<file path="config.mk">
export PLATFORM = sky130hd
export DESIGN_NAME = axi_lite_stream_slave
export DESIGN_NICKNAME = d
export VERILOG_FILES = /design/src/rtl/axi_lite_stream_slave.sv
export SDC_FILE = /design/constraint.sdc
export NUM_CORES = 1
export LEC_CHECK = 0
export ABC_CLOCK_PERIOD_IN_PS = 2700
export CAP_MARGIN = 20
export CORE_ASPECT_RATIO = 1.1
export CORE_MARGIN = 2
export CORE_UTILIZATION = 48
export DETAILED_ROUTE_END_ITERATION = 16
export GPL_ROUTABILITY_DRIVEN = 0
export HOLD_SLACK_MARGIN = 0.02
export PLACE_DENSITY_LB_ADDON = 0.1
export SLEW_MARGIN = 10
export SYNTH_ARGS = -nofsm -noshare
export SYNTH_HDL_FRONTEND = slang
export SYNTH_SLANG_ARGS = --single-unit
</file>
<file path="constraint.sdc">
create_clock -name clk -period 2.7 [get_ports clk]
set_clock_uncertainty 0.1 [all_clocks]
set_input_delay 0.405 -clock clk [delete_from_list [all_inputs] [get_ports clk]]
set_output_delay 0.405 -clock clk [all_outputs]
set_load 0.01 [all_outputs]
</file>
<file path="src/rtl/axi_lite_stream_slave.sv">
// AXI-lite slave that re-emits each accepted write as an {addr,data} stream beat
// and each accepted read as an address-only beat, then returns the read data
// arriving on the response stream. One transaction is in flight at a time.
`timescale 1ns/1ps
module axi_lite_stream_slave #(
    parameter int DATA_WD           = 8,
    parameter int ADDR_WD           = 8,
    parameter int DATA_ADDR_BYTE_WD = (DATA_WD + ADDR_WD) >> 3,
    parameter int RSP_TIMEOUT       = 256
) (
    input  logic                         clk,
    input  logic                         rst_n,
    input  logic                         awvalid,
    input  logic [ADDR_WD-1:0]           awaddr,
    output logic                         awready,
    input  logic                         wvalid,
    input  logic [DATA_WD-1:0]           wdata,
    output logic                         wready,
    output logic                         bvalid,
    output logic [1:0]                   brsp,
    input  logic                         bready,
    input  logic                         arvalid,
    input  logic [ADDR_WD-1:0]           araddr,
    output logic                         arready,
    output logic                         rvalid,
    output logic [DATA_WD-1:0]           rdata,
    output logic [1:0]                   rrsp,
    input  logic                         rready,
    output logic                         tvalid,
    output logic [ADDR_WD+DATA_WD-1:0]   tdata,
    output logic [DATA_ADDR_BYTE_WD-1:0] tkeep,
    input  logic                         tready,
    input  logic                         rsp_tvalid,
    input  logic [DATA_WD-1:0]           rsp_tdata,
    output logic                         rsp_tready
);

    localparam int ADDR_BYTES = ADDR_WD / 8;
    localparam int DATA_BYTES = DATA_WD / 8;
    // One extra count of headroom so RSP_TIMEOUT itself is representable.
    localparam int CNT_W      = $clog2(RSP_TIMEOUT + 2);

    typedef enum logic [2:0] {
        IDLE, WR_ACC, WR_PUSH, WR_RESP, RD_ACC, RD_PUSH, RD_WAIT, RD_RESP
    } state_t;

    state_t             state, state_nxt;
    logic [ADDR_WD-1:0] addr_q;
    logic [DATA_WD-1:0] data_q;
    logic               aw_got, w_got;
    logic               last_rd;
    logic [CNT_W-1:0]   cnt;
    logic               timeout_hit;

    // A zero RSP_TIMEOUT means wait forever for the read return.
    assign timeout_hit = (RSP_TIMEOUT != 0) && (cnt == CNT_W'(RSP_TIMEOUT));
    assign brsp        = 2'b00;

    // State register.
    always_ff @(posedge clk or negedge rst_n) begin
        if (!rst_n) state <= IDLE;
        else        state <= state_nxt;
    end

    // Next-state decode and handshake outputs, all driven from registered state only.
    always_comb begin
        state_nxt  = state;
        awready    = 1'b0;
        wready     = 1'b0;
        arready    = 1'b0;
        tvalid     = 1'b0;
        tdata      = '0;
        tkeep      = '0;
        bvalid     = 1'b0;
        rvalid     = 1'b0;
        rsp_tready = 1'b0;
        case (state)
            IDLE: begin
                if ((awvalid || wvalid) && (!arvalid || last_rd)) state_nxt = WR_ACC;
                else if (arvalid)                                   state_nxt = RD_ACC;
            end
            WR_ACC: begin
                awready = !aw_got;
                wready  = !w_got;
                if ((aw_got || awvalid) && (w_got || wvalid)) state_nxt = WR_PUSH;
            end
            WR_PUSH: begin
                tvalid = 1'b1;
                tdata  = {addr_q, data_q};
                tkeep  = '1;
                if (tready) state_nxt = WR_RESP;
            end
            WR_RESP: begin
                bvalid = 1'b1;
                if (bready) state_nxt = IDLE;
            end
            RD_ACC: begin
                arready = 1'b1;
                if (arvalid) state_nxt = RD_PUSH;
            end
            RD_PUSH: begin
                tvalid = 1'b1;
                tdata  = {addr_q, {DATA_WD{1'b0}}};
                tkeep  = {{ADDR_BYTES{1'b1}}, {DATA_BYTES{1'b0}}};
                if (tready) state_nxt = RD_WAIT;
            end
            RD_WAIT: begin
                rsp_tready = 1'b1;
                if (rsp_tvalid || timeout_hit) state_nxt = RD_RESP;
            end
            RD_RESP: begin
                rvalid = 1'b1;
                if (rready) state_nxt = IDLE;
            end
            default: state_nxt = IDLE;
        endcase
    end

    // Payload capture, arbitration memory, timeout counter and read response.
    always_ff @(posedge clk or negedge rst_n) begin
        if (!rst_n) begin
            addr_q  <= '0;
            data_q  <= '0;
            aw_got  <= 1'b0;
            w_got   <= 1'b0;
            last_rd <= 1'b1;
            cnt     <= '0;
            rdata   <= '0;
            rrsp    <= 2'b00;
        end else begin
            case (state)
                IDLE: begin
                    aw_got <= 1'b0;
                    w_got  <= 1'b0;
                    if (state_nxt == WR_ACC)      last_rd <= 1'b0;
                    else if (state_nxt == RD_ACC) last_rd <= 1'b1;
                end
                WR_ACC: begin
                    if (awvalid && !aw_got) begin
                        addr_q <= awaddr;
                        aw_got <= 1'b1;
                    end
                    if (wvalid && !w_got) begin
                        data_q <= wdata;
                        w_got  <= 1'b1;
                    end
                end
                RD_ACC: begin
                    cnt <= '0;
                    if (arvalid) addr_q <= araddr;
                end
                RD_WAIT: begin
                    // A return arriving on the timeout cycle still wins.
                    if (rsp_tvalid) begin
                        rdata <= rsp_tdata;
                        rrsp  <= 2'b00;
                    end else if (timeout_hit) begin
                        rdata <= '0;
                        rrsp  <= 2'b10;
                    end else if (RSP_TIMEOUT != 0) begin
                        cnt <= cnt + CNT_W'(1);
                    end
                end
                default: ;
            endcase
        end
    end

endmodule
</file>
After elaboration in Yosys (flattened, before gate mapping)
Cells that the tools add are included.

operators by class
  add/subtract/negate cells = 1
  eq/ne operators = 15
  mux-type cells = 35
  reduce and logical (&&, ||, !) cells = 26

operators with widths
  kind                 number
  $mux 8               4
  $pmux 16 s2          1
  $mux 3               9
  $pmux 3 s8           1
  $mux 9               2
  $pmux 9 s2           1
  $pmux 8 s2           1
  $eq 3x3->1 const B   5
  $mux 1               11
  $ne 2x2->1 const B   5
  $reduce_and 2->1     5
  $reduce_bool 2->1    5
  $add 9x1->9 const B  1
  $eq 9x9->1 const B   1
  $eq 3x1->1 const B   2
  $eq 3x2->1 const B   2
  $reduce_and 3->1     2
  $logic_or 1x1->1     5
  $logic_and 1x1->1    4
  $mux 2               2
  $pmux 1 s2           2
  $pmux 2 s2           1
  $logic_not 1->1      3
  $logic_not 3->1      1
  $reduce_or 2->1      1

word-level totals
  bits in registers = 41
  input port bits = 41
  output and inout bits = 37
  word-level logic and storage cells = 86

Logic depth before layout (Yosys ltp)
Gate-level depths: netlist (run 1).

  word-level depth = 8
  gate-level depth with buffers = 7
  gate-level depth less buffers = 6

Least setup slack after synthesis (run 1)
No wires, ideal clock.

  path type = reg-to-output
  start point = register state[1]
  end point = output tdata[10]
  arrival = 1.471 ns
  data required time = 2.195 ns
  setup slack = 0.724 ns
  cell stages (with the launch flop) = 6
  buffers on the path = 1
  path through = dfrtp_1 -> inv_1 -> nor3_2 -> nand2b_1 -> clkbuf_1 -> and2_1

on the way
  cells in the longest elaborated chain, start to end = 2
  elaborated cells on any way between the ends = 3
  classes of those cells = eq/ne (2); mux (1)

RTL lines
  item                                      RTL line  source
  start: declaration                        47        state_t state, state_nxt;
  start signal: assignment                  62        else state <= state_nxt;
  $eq 3x3->1 or $eq 3x2->1 (tied branches)  77        case (state)
  $pmux 16 s2 *                             77
  end: declaration                          30        output logic [ADDR_WD+DATA_WD-1:0] tdata,

Mark *: on every way between the ends. The rest lies on a longest branch, timed or not.

Worst setup path after layout (run 1)
  start point = register state[0]
  end point = output tdata[9]

Same word-level chain as after synthesis.

==> impl_metrics.env, run 1 <==
export IMPL_rows=25
export IMPL_initial_core_util=0.4971
export IMPL_finalCritPeriodShare=0.9377
export IMPL_crit_start="state[0]"
export IMPL_clock_latency_ns=0.29
export IMPL_arrival_ns=2.03
export IMPL_maxSlewHeadroom=0.4171
export IMPL_die_x_um=67.29
export IMPL_start_kind="register"
export IMPL_synth_area_per_cell_um2=10.02
export IMPL_ys_flop_type="dfrtp_1"
export IMPL_dpl_hpwl_um=3640
export IMPL_first_pass_iters=4
export IMPL_setup_violations_final=0
export IMPL_dp_cells=332
export IMPL_synth_seq_cells=40
export IMPL_fp_dieH_um=73.61
export IMPL_final_instance_count_excl_fill=340
export IMPL_grt_max_degree=41
export IMPL_critPathRequiredTime_ns=2.19
export IMPL_drv_cap=0
export IMPL_path_clk_slew_ns=0.08
export IMPL_p_per_area_mw_per_mm2=993.1
export IMPL_synth_seq_area_share=0.4740
export IMPL_first_iter_violations=75
export IMPL_cts_tree="built"
export IMPL_finalSetupTns_ns=0
export IMPL_post_route_util=0.7059
export IMPL_yosys_top_cells_area="dfrtp_1 (46%), mux2i_1 (5.7%), mux2_2 (4.8%), and2_1 (4.7%), o21ai_0 (4.5%)"
export IMPL_drt_wirelength_per_cell_um=14.62
export IMPL_io_buffers=74
export IMPL_slew_viol_final=0
export IMPL_ys_types=43
export IMPL_worstRegToRegCells=6
export IMPL_synth_warnings=0
export IMPL_syn_cell_area_mm2=0.002115
export IMPL_antenna_cells=0
export IMPL_crit_path_end_kind="output pin"
export IMPL_period_needed_ns=2.532
export IMPL_tightest_slew_ns=0.8743
export IMPL_core_area_mm2=0.004254
export IMPL_areaGrowthSynthToFinish_pct=42.01
export IMPL_cts_htree_levels=2
export IMPL_cts_sinks=40
export IMPL_viasPerCell=5.300
export IMPL_critPathMaxFanout=13
export IMPL_hp_class="input pin to async pin"
export IMPL_wl_um=4972
export IMPL_r2r_start="cnt[0]"
export IMPL_cts_buffers=5
export IMPL_finalNetCount=328
export IMPL_gr_total_overflow=0
export IMPL_grtUsageTotal=0.2165
export IMPL_hold_violations=0
export IMPL_grt_antenna_before_repair=0
export IMPL_synth_cells=211
export IMPL_vdd_ir_drop_max_v=0.0005623
export IMPL_r2r_end="rdata[3]"
export IMPL_status="finished clean"
export IMPL_final_layout_size_suffix_gt1_frac=0.1154
export IMPL_ios=78
export IMPL_synthArstFlopShare=1.000
export IMPL_grt_pass1_vias=1752
export IMPL_num_vias=1802
export IMPL_total_power_mw=2.982
export IMPL_die_area_mm2=0.004953
export IMPL_critPathKind="register to output pin"
export IMPL_clockBufferDepth=2
export IMPL_rsz0062_at_grt="no"
export IMPL_ant_nets=0
export IMPL_grt_pass1_wl_um=7997
export IMPL_cts_root_buf="clkbuf_8"
export IMPL_yosysTopAreaCell="dfrtp_1"
export IMPL_cp_endpoint="tdata[9]"
export IMPL_p_leak_nw=1.291
export IMPL_yosysTopAreaCellShare=0.4615
export IMPL_drc=0
export IMPL_r2r_slack_ns=0.63
export IMPL_timing_fmax_mhz=395.0
export IMPL_synth_edf_count=0
export IMPL_num_fill_cells=354
## logic make-up after synthesis
| group | count (synthesis) | synth area share |
|---|---|---|
| AOI/OAI and AO/OA | 53 | 0.1610 |
| adders and majority gates | 2 | 0.01183 |
| and+or+nand+nor | 72 | 0.1935 |
| buffers and inverters | 22 | 0.05325 |
| other | 1 | 0.001773 |
| DFF | 40 | 0.4740 |
| muxes | 21 | 0.1047 |
## state kept, by name, summed over array words and instances (netlist names)
register,count
addr_q,8
aw_got,1
cnt,9
data_q,8
last_rd,1
rdata,8
rrsp,1
state,3
w_got,1
## area by class of cell
class / instances / area (um2) / area share
clock buffers: 5 / 68.82 / 0.02292
clock inverters: 3 / 47.55 / 0.01583
inverters: 7 / 26.28 / 0.008750
multi-input cells: 151 / 1010 / 0.3363
flip-flops and latches: 40 / 1002 / 0.3337
well taps: 54 / 67.56 / 0.02250
repair buffers: 80 / 780.7 / 0.2600
## power by group
part / switching (mW) / internal, mW / total [mW] / leakage (nW)
Clock: 0.220 / 0.278 / 0.499 / 0.0583
Combinational: 0.663 / 0.727 / 1.39 / 0.737
Sequential: 0.219 / 0.874 / 1.09 / 0.495
Total: 1.10 / 1.88 / 2.98 / 1.29
## worst max-delay path, cell delays in order, from the launching register on
cell	delay (ns)
dfrtp_1	0.53
nor3_2	0.25
nand2b_2	0.26
and2_1	0.16
clkdlybuf4s50_1	0.53
## worst min-delay path by stage
stage                          from         to  depth (start not counted)
final                         rst_n    rrsp[1]                          1
after global routing          rst_n    rrsp[1]                          1
after CTS                     rst_n  addr_q[5]                          1
after detailed placement  addr_q[4]  addr_q[4]                          2
after global placement    addr_q[3]  addr_q[3]                          2
after floorplan               rst_n  addr_q[0]                          0
## cell usage in the layout, fill, tap and decap left out, types with 2 or more instances in the layout
cell / n
a2111o_1: 2
a21oi_1: 10
a22o_1: 9
a31oi_1: 2
and2_1: 16
and3_1: 2
and3b_1: 2
buf_4: 6
clkbuf_8: 5
clkdlybuf4s50_1: 73
clkinv_4: 2
conb_1: 3
dfrtp_1: 39
ha_1: 2
inv_1: 6
mux2_2: 9
mux2i_1: 12
nand2_1: 20
nand2_2: 2
nand3_1: 3
nand4_1: 2
nor2_1: 10
nor2b_1: 3
o21ai_0: 19
o22ai_1: 4
or3_1: 2
## stage by stage
step | hold slack, ns | cell area (um2) | worst slack (ns)
2_1_floorplan | 0.009409 | 2122 | 0.7244
4_1_cts | 0.1542 | 3000 | 0.04379
5_1_grt | 0.1884 | 3003 | 0.06367
3_3_place_gp | 0.3579 | 2884 | 0.4792
6_report | 0.1273 | 3003 | 0.1683
3_5_place_dp | 0.3648 | 2884 | 0.3928
## layer usage
layer	part of all wire	up-vias	GRT usage
met4	0.016	0	0.07483
met1	0.42	855	0.2602
met3	0.048	6	0.06738
met5	0	-	0
li1	-	890	-
met2	0.52	51	0.3652
## cells in the mapped netlist (3+ instances only)
library cell	count
a21oi_1	10
a22o_1	9
and2_1	16
buf_2	3
buf_4	7
clkbuf_1	5
dfrtp_1	39
inv_1	6
mux2_2	9
mux2i_1	12
nand2_1	20
nand3_1	3
nor2_1	10
nor2b_1	3
o21ai_0	19
o22ai_1	4
## repair_timing
action | in CTS | in global routing
gates resized for setup | 0 | 1
setup endpoints to repair | 0 | 8
buffers inserted | 0 | 0
hold buffers | 0 | 0
No activity file was read; power rests on OpenSTA's default activity.
==> run 2, diff against run 1 <==
Settings changed: ABC_CLOCK_PERIOD_IN_PS 2700 to 2300, CORE_UTILIZATION 48 to 40, SLEW_MARGIN 10 to 20.
Clock period 2.7 ns to 2.3 ns, I/O delays scaled along.
==> run 2 against run 1 <==
Critical path depth rose by 1. Sequential cell count did not move. Via count increased by 0.44%. Cell count rose by 2.1%. Design area is 3.0% higher. Non-clock buffer count up 4. Critical endpoint is now tdata[15]. Core utilization down 9.6 points. Highest routed layer unchanged.
==> impl_metrics.env, run 2 (same netlist as run 1, synthesis figures left out) <==
export IMPL_status="finished clean"
export IMPL_crit_path_end_kind="output pin"
export IMPL_p_int_mw=2.347
export IMPL_power_frac_clock=0.184
export IMPL_period_needed_ns=2.230
export IMPL_gr_total_overflow=0
export IMPL_max_flop_register="cnt"
export IMPL_grt_pass1_wl_um=8376
export IMPL_switching_share=0.3577
export IMPL_cts_sinks=40
export IMPL_critPathRequiredTime_ns=1.86
export IMPL_clockBufferDepth=2
export IMPL_cts_htree_levels=2
export IMPL_dpl_hpwl_um=3623
export IMPL_critPathMaxFanout=10
export IMPL_drc=0
export IMPL_drt_wirelength_per_cell_um=14.67
export IMPL_ios=78
export IMPL_layout_common_cells="clkdlybuf4s50_1 (64), dfrtp_1 (39), nand2_1 (20)"
export IMPL_viasPerCell=5.216
export IMPL_p_per_area_mw_per_mm2=1182
export IMPL_cts_buffers=5
export IMPL_hold_violations=0
export IMPL_dp_cells=340
export IMPL_rows=27
export IMPL_slowest_delay_ns=0.52
export IMPL_start_kind="register"
export IMPL_final_area_mm2=0.003092
export IMPL_total_power_mw=3.654
export IMPL_clock_latency_ns=0.29
export IMPL_hp_class="input pin to async pin"
export IMPL_initial_core_util=0.4173
export IMPL_setup_violations_final=0
export IMPL_highest_layer="met4"
export IMPL_finalNetCount=332
export IMPL_largest_reg_flops=9
export IMPL_p_leak_nw=1.478
export IMPL_io_buffers=74
export IMPL_grtUsageTotal=0.1824
export IMPL_comb_power_share=0.475
export IMPL_whs_ns=0.001365
export IMPL_fp_dieH_um=80.26
export IMPL_final_instance_count_excl_fill=347
export IMPL_critPathSlowestCell="clkdlybuf4s50_1"
export IMPL_arrival_ns=1.78
export IMPL_drt_met1_wl_um=2232
export IMPL_slew_viol_final=0
export IMPL_first_pass_iters=4
export IMPL_ant_nets=0
export IMPL_num_vias=1810
export IMPL_tightest_slew_ns=0.5682
export IMPL_cts_root_buf="clkbuf_8"
export IMPL_switching_power_mw=1.307
export IMPL_final_layout_size_suffix_gt1_frac=0.1349
export IMPL_cts_hold_buf=0
export IMPL_vdd_ir_drop_max_v=0.0006302
export IMPL_fin_ws_ns=0.07045
export IMPL_areaGrowthSynthToFinish_pct=46.21
export IMPL_grt_max_degree=41
export IMPL_cts_tree="built"
export IMPL_die_x_um=73.33
export IMPL_antenna_cells=0
export IMPL_post_place_ws_ns=0.1330
export IMPL_r2r_slack_ns=0.20
export IMPL_die_area_mm2=0.005885
export IMPL_path_cells="inv_2 -> nor3_2 -> nand2b_4 -> and2_1 -> clkdlybuf4s50_1"
export IMPL_mostFrequentLayoutCell="clkdlybuf4s50_1"
export IMPL_drv_cap=0
export IMPL_core_area_mm2=0.005067
export IMPL_r2r_start="cnt[0]"
export IMPL_first_iter_violations=59
export IMPL_r2r_end="rdata[5]"
export IMPL_maxSlewHeadroom=0.6183
export IMPL_wl_um=5091
export IMPL_grt_antenna_before_repair=0
export IMPL_path_clk_slew_ns=0.08
export IMPL_seqPwrFrac=0.341
export IMPL_wl_met3_um=360
export IMPL_critPathKind="register to output pin"
export IMPL_grt_pass1_vias=1761
export IMPL_wl_met2_um=2408
export IMPL_timing_fmax_mhz=448.5
export IMPL_finalCritPeriodShare=0.9694
export IMPL_dpl_cell_area_mm2=0.002919
export IMPL_worstRegToRegCells=6
export IMPL_rsz0062_at_grt="yes"
-- run 2: cell types whose count changed in the layout (fill, tap and decap cells not counted), sizes merged --
cell / delta
buf: +4
clkdlybuf4s50: -9
clkinv: -2
dlymetal6s2s: +9
bufinv: +1
-- run 2: worst max-delay path by stage --
stage                 to     start  cells past startpoint
2_1_floorplan  tdata[10]  state[1]                      5
3_3_place_gp    tdata[9]  state[1]                      5
3_5_place_dp    tdata[8]  state[1]                      5
4_1_cts         tdata[9]  state[1]                      5
5_1_grt        tdata[13]  state[1]                      5
6_report       tdata[15]  state[1]                      5
-- run 2: worst max-delay path, delay by kind of cell (launching register included) --
kind / cells / cell delay, ns
buf+inv: 2 / 0.60
flops: 1 / 0.36
simple gates: 3 / 0.53
-- run 2: stage by stage --
step / utilization / TNS [ns]
2_1_floorplan: - / 0
3_3_place_gp: 0.5760 / 0
3_5_place_dp: 0.5760 / 0
4_1_cts: 0.6052 / 0
5_1_grt: 0.6101 / -0.2404
6_report: 0.6101 / 0
-- run 2: repair_timing --
action,4_1_cts,5_1_grt
gates resized for setup,5,10
setup endpoints to repair,12,20
buffers inserted,0,0
endpoints found under the hold margin,0,0
pin swaps,0,0
-- run 2: power by group through the flow --
| stage | logic [mW] | registers [mW] | clock network [mW] |
|---|---|---|---|
| after detailed placement | 1.73 | 1.25 | 0 |
| final | 1.74 | 1.25 | 0.673 |
| after global placement | 1.71 | 1.24 | 0 |
| after global routing | 1.91 | 1.29 | 0.723 |
| after floorplan | 1.00 | 1.24 | 0 |
| after CTS | 1.76 | 1.25 | 0.691 |
-- run 2: metal layers --
metal | up-vias | track usage
met5 | - | 0
met4 | 0 | 0.06182
met3 | 7 | 0.05144
met2 | 54 | 0.2811
met1 | 853 | 0.2456
li1 | 896 | -
-- run 2: layout make-up --
type	count	area, um2
fill	448	1976
multi-input combinational	151	1028
sequential	40	1002
timing repair buffer	84	833.3
tap	58	72.57
clock buffer	5	68.82
clock inverter	2	60.06
inverter	7	26.28
==> RTL change 1 (flow settings as in run 2) <==
Re-encode `state_t` (8 states) as Gray code, 3 bits wide.
--- a/src/rtl/axi_lite_stream_slave.sv
+++ b/src/rtl/axi_lite_stream_slave.sv
@@ -43,3 +43,3 @@
     typedef enum logic [2:0] {
-        IDLE, WR_ACC, WR_PUSH, WR_RESP, RD_ACC, RD_PUSH, RD_WAIT, RD_RESP
+        IDLE = 3'b000, WR_ACC = 3'b001, WR_PUSH = 3'b011, WR_RESP = 3'b010, RD_ACC = 3'b110, RD_PUSH = 3'b111, RD_WAIT = 3'b101, RD_RESP = 3'b100
     } state_t;
Formal check against the unedited RTL: same outputs for any inputs over 10 cycles, from zero or initial values and one cycle with rst_n low; not proved beyond that.
==> RTL change 1 against run 2 <==
- combinational power is 13% lower
- power is 9.1% lower
- sequential cell count stayed put
- routed wire length shrank 8.4%
- final area shrank 2.7%
- first-iteration DRC count is 27% lower
- hold slack gained 0.36 ns
- critical path type unchanged
- area after synthesis shrank 5.0%
- via count shrank 5.7%
- sequential share of layout area is 0.95 points higher
- worst setup slack better by 0.028 ns
- register-to-register slack better by 0.23 ns
==> RTL change 1: results (changes against run 2) <==
{| class="wikitable"
! Metric !! Value
|-
| Outcome || completed (unchanged)
|-
| Pin count of the biggest net entering global routing || 21 (was 41)
|-
| Fraction of the yosys area taken by sequential cells || 0.499 (was 0.474)
|-
| Int Pwr || 2.22 mW (was 2.35 mW)
|-
| Startpoint of the worst-slack reg-to-reg timing path || cnt[2]$_DFFE_PN0P_ (was cnt[0]$_DFFE_PN0P_)
|-
| Portion of the layout cell area used by non-clock buffers || 0.283 (was 0.270)
|-
| Die width || 71.6 µm (was 73.3 µm)
|-
| Vias per inst || 5.17 (was 5.22)
|-
| Total Nets Final || 314 (was 332)
|-
| Total sequential power || 1.19 mW (was 1.25 mW)
|-
| Register-to-register path setup slack || 0.43 ns (was 0.20 ns)
|-
| Maximum cell stage delay along the critical path || 0.58 ns (was 0.52 ns)
|-
| Commonest cells post-synth || sky130_fd_sc_hd__dfrtp_1 (39), sky130_fd_sc_hd__nor2_1 (13), sky130_fd_sc_hd__o21ai_0 (13), sky130_fd_sc_hd__and2_1 (12) (was sky130_fd_sc_hd__dfrtp_1 (39), sky130_fd_sc_hd__nand2_1 (20), sky130_fd_sc_hd__o21ai_0 (19), sky130_fd_sc_hd__and2_1 (16), sky130_fd_sc_hd__mux2i_1 (12))
|-
| Placed cell count || 320 (was 340)
|-
| Synth Area in XOR/XNOR || 0.0174 (was 0)
|-
| Arrival time of data at the critical path endpoint || 1.76 ns (was 1.78 ns)
|-
| Share of post-route cells with drive strength above 1 || 0.147 (was 0.135)
|-
| Leakage power summed over all cells || 1.45 nW (was 1.48 nW)
|-
| Placed wire-length estimate || 3.49 mm (was 3.62 mm)
|-
| Post-synthesis mux area share || 0.0903 (was 0.105)
|-
| Synth Area in Compound Gates || 0.136 (was 0.161)
|-
| Seq/total area || 0.334 (was 0.324)
|-
| Post-Place Cell Area || 2830 µm² (was 2920 µm²)
|-
| Area contributors post-synth || sky130_fd_sc_hd__dfrtp_1 (49%), sky130_fd_sc_hd__mux2_2 (5.0%), sky130_fd_sc_hd__mux2i_1 (4.0%) (was sky130_fd_sc_hd__dfrtp_1 (46%), sky130_fd_sc_hd__mux2i_1 (5.7%), sky130_fd_sc_hd__mux2_2 (4.8%))
|-
| Adder-cell share of the synthesized area || 0.0125 (was 0.0118)
|-
| Clock-cell share || 0.0420 (was 0.0417)
|-
| Reg-to-Reg End || cnt[1]$_DFFE_PN0P_ (was rdata[5]$_DFFE_PN0P_)
|-
| Proportion of power drawn by the clock network || 0.188 (was 0.184)
|-
| Capture point of the worst path || wready (was tdata[15])
|-
| Number of global-route vias before repair || 1644 (was 1761)
|-
| Multi-input combinational area share || 0.314 (was 0.333)
|-
| Non-CTS buffers || 85 (was 84)
|}
RTL change 1: changes by cell type after synthesis, sizes merged, moves of 3 or more:
cell | run 2 | this run
o22ai | 4 | 1
inv | 7 | 3
and3 | 2 | 8
o21ai | 19 | 15
xor2 | 0 | 4
mux2i | 12 | 8
nand2 | 22 | 10
and2 | 16 | 12
RTL change 1: per-layer routing:
layer  track usage  vias to the layer above  part of all wire
met5             0                        -                 0
met2         0.277                       40              0.49
met3        0.0436                        2             0.043
li1              -                      835                 -
met1         0.229                      830              0.46
met4        0.0509                        0            0.0041
RTL change 1: through the flow:
stage               hold slack, ns  power (mW)
floorplan                  -0.0506        1.98
global placement             0.143        2.68
detailed placement           0.151        2.70
CTS                          0.368        3.35
global route                 0.390        3.56
finish                       0.365        3.32
RTL change 1: timing repair:
| action | in CTS | in global routing |
|---|---|---|
| hold endpoints to repair | 11 | 0 |
| hold buffers | 1 | 0 |
| gates cloned | 0 | 0 |
| gates resized for setup | 3 | 10 |
| setup endpoints to repair | 8 | 10 |
==> RTL change 2 (flow settings as in run 2) <==
Without the edit above. `DATA_WD`: 8 -> 10.
--- a/src/rtl/axi_lite_stream_slave.sv
+++ b/src/rtl/axi_lite_stream_slave.sv
@@ -5,3 +5,3 @@
 module axi_lite_stream_slave #(
-    parameter int DATA_WD           = 8,
+    parameter int DATA_WD           = 10,
     parameter int ADDR_WD           = 8,
Interface: changed (resized rdata, rsp_tdata, tdata and wdata); port bits go from 78 to 86. The function was not compared with the original's and may differ.
==> RTL change 2 against run 2 <==
- via count up 11%
- final area is 13% higher
- sequential cell count up 4
- routed wire length increased by 10%
- die area up 11%
- area after synthesis grew 12%
- power rose by 17%
- utilization rose by 0.096 points
- count of clock-buffer cells in the layout did not move
- worst setup slack better by 0.015 ns
- largest power group unchanged
- highest routed layer unchanged
==> RTL change 2: results (changes against run 2) <==
{| class="wikitable"
! Metric !! Value
|-
| Outcome || completed (unchanged)
|-
| Register-to-register path setup slack || 0.31 ns (was 0.20 ns)
|-
| Synth cell types || 47 (was 43)
|-
| Met2 Use GR || 0.254 (was 0.281)
|-
| Pin count of the biggest net entering global routing || 45 (was 41)
|-
| Non-CTS buffers || 97 (was 84)
|-
| Worst slack at placement || 0.218 ns (was 0.133 ns)
|-
| Post-cts gate resize count || 3 (was 5)
|-
| Number of global-route vias before repair || 1830 (was 1761)
|-
| Global-route wire length before repair || 9.10 mm (was 8.38 mm)
|-
| Detailed-routed wire length on met3 || 285 µm (was 360 µm)
|-
| Count of fill cells added during filler insertion || 528 (was 448)
|-
| Int Pwr || 2.80 mW (was 2.35 mW)
|-
| Multi-input combinational cell count || 163 (was 151)
|-
| Met3 GRT Util || 0.0376 (was 0.0514)
|-
| Leakage power summed over all cells || 1.57 nW (was 1.48 nW)
|-
| Post-synthesis mux area share || 0.0864 (was 0.105)
|-
| Gate count after technology mapping || 228 (was 211)
|-
| Total routing usage reported by global routing || 0.173 (was 0.182)
|-
| Fraction of the yosys area taken by sequential cells || 0.467 (was 0.474)
|-
| FF+latch count, synth || 44 (was 40)
|-
| Routing usage on met1 || 0.250 (was 0.246)
|-
| Clock-cell share || 0.0454 (was 0.0417)
|-
| IO buf count || 82 (was 74)
|-
| Portion of the layout cell area used by non-clock buffers || 0.272 (was 0.270)
|-
| Final hold slack || 0.0207 ns (was 0.00137 ns)
|-
| Capture point of the worst path || tdata[17] (was tdata[15])
|-
| Comb pwr share || 0.481 (was 0.475)
|-
| Wirelength per Cell || 14.2 µm (was 14.7 µm)
|-
| Share of the clock period used by the worst path || 0.963 (was 0.969)
|-
| Routed length on met1 || 2.68 mm (was 2.23 mm)
|-
| Startpoint of the worst setup timing path || state[0]$_DFF_PN0_ (was state[1]$_DFF_PN0_)
|-
| Adder-cell share of the synthesized area || 0.0106 (was 0.0118)
|-
| Share of post-route cells with drive strength above 1 || 0.151 (was 0.135)
|-
| Inverters || 6 (was 7)
|-
| Overall power || 4.29 mW (was 3.65 mW)
|-
| First-iteration detailed-routing DRC count || 93 (was 59)
|-
| Biggest fanout along the worst timing path || 13 (was 10)
|}
RTL change 2: changes by cell type in the layout (fill, tap and decap cells not counted), moves of 4 or more:
cell	before	now
sky130_fd_sc_hd__o21ai_0	19	11
sky130_fd_sc_hd__o211ai_1	1	5
sky130_fd_sc_hd__nand2_1	20	25
sky130_fd_sc_hd__dfrtp_1	39	43
sky130_fd_sc_hd__mux2i_1	12	8
sky130_fd_sc_hd__nand3b_1	0	4
sky130_fd_sc_hd__clkdlybuf4s50_1	64	74
RTL change 2: metrics by stage:
step / cell area, µm² / setup TNS (ns)
2_1_floorplan: 2370 / 0
5_1_grt: 3500 / -0.00321
3_5_place_dp: 3270 / 0
4_1_cts: 3440 / -0.00192
6_report: 3500 / 0
3_3_place_gp: 3270 / 0
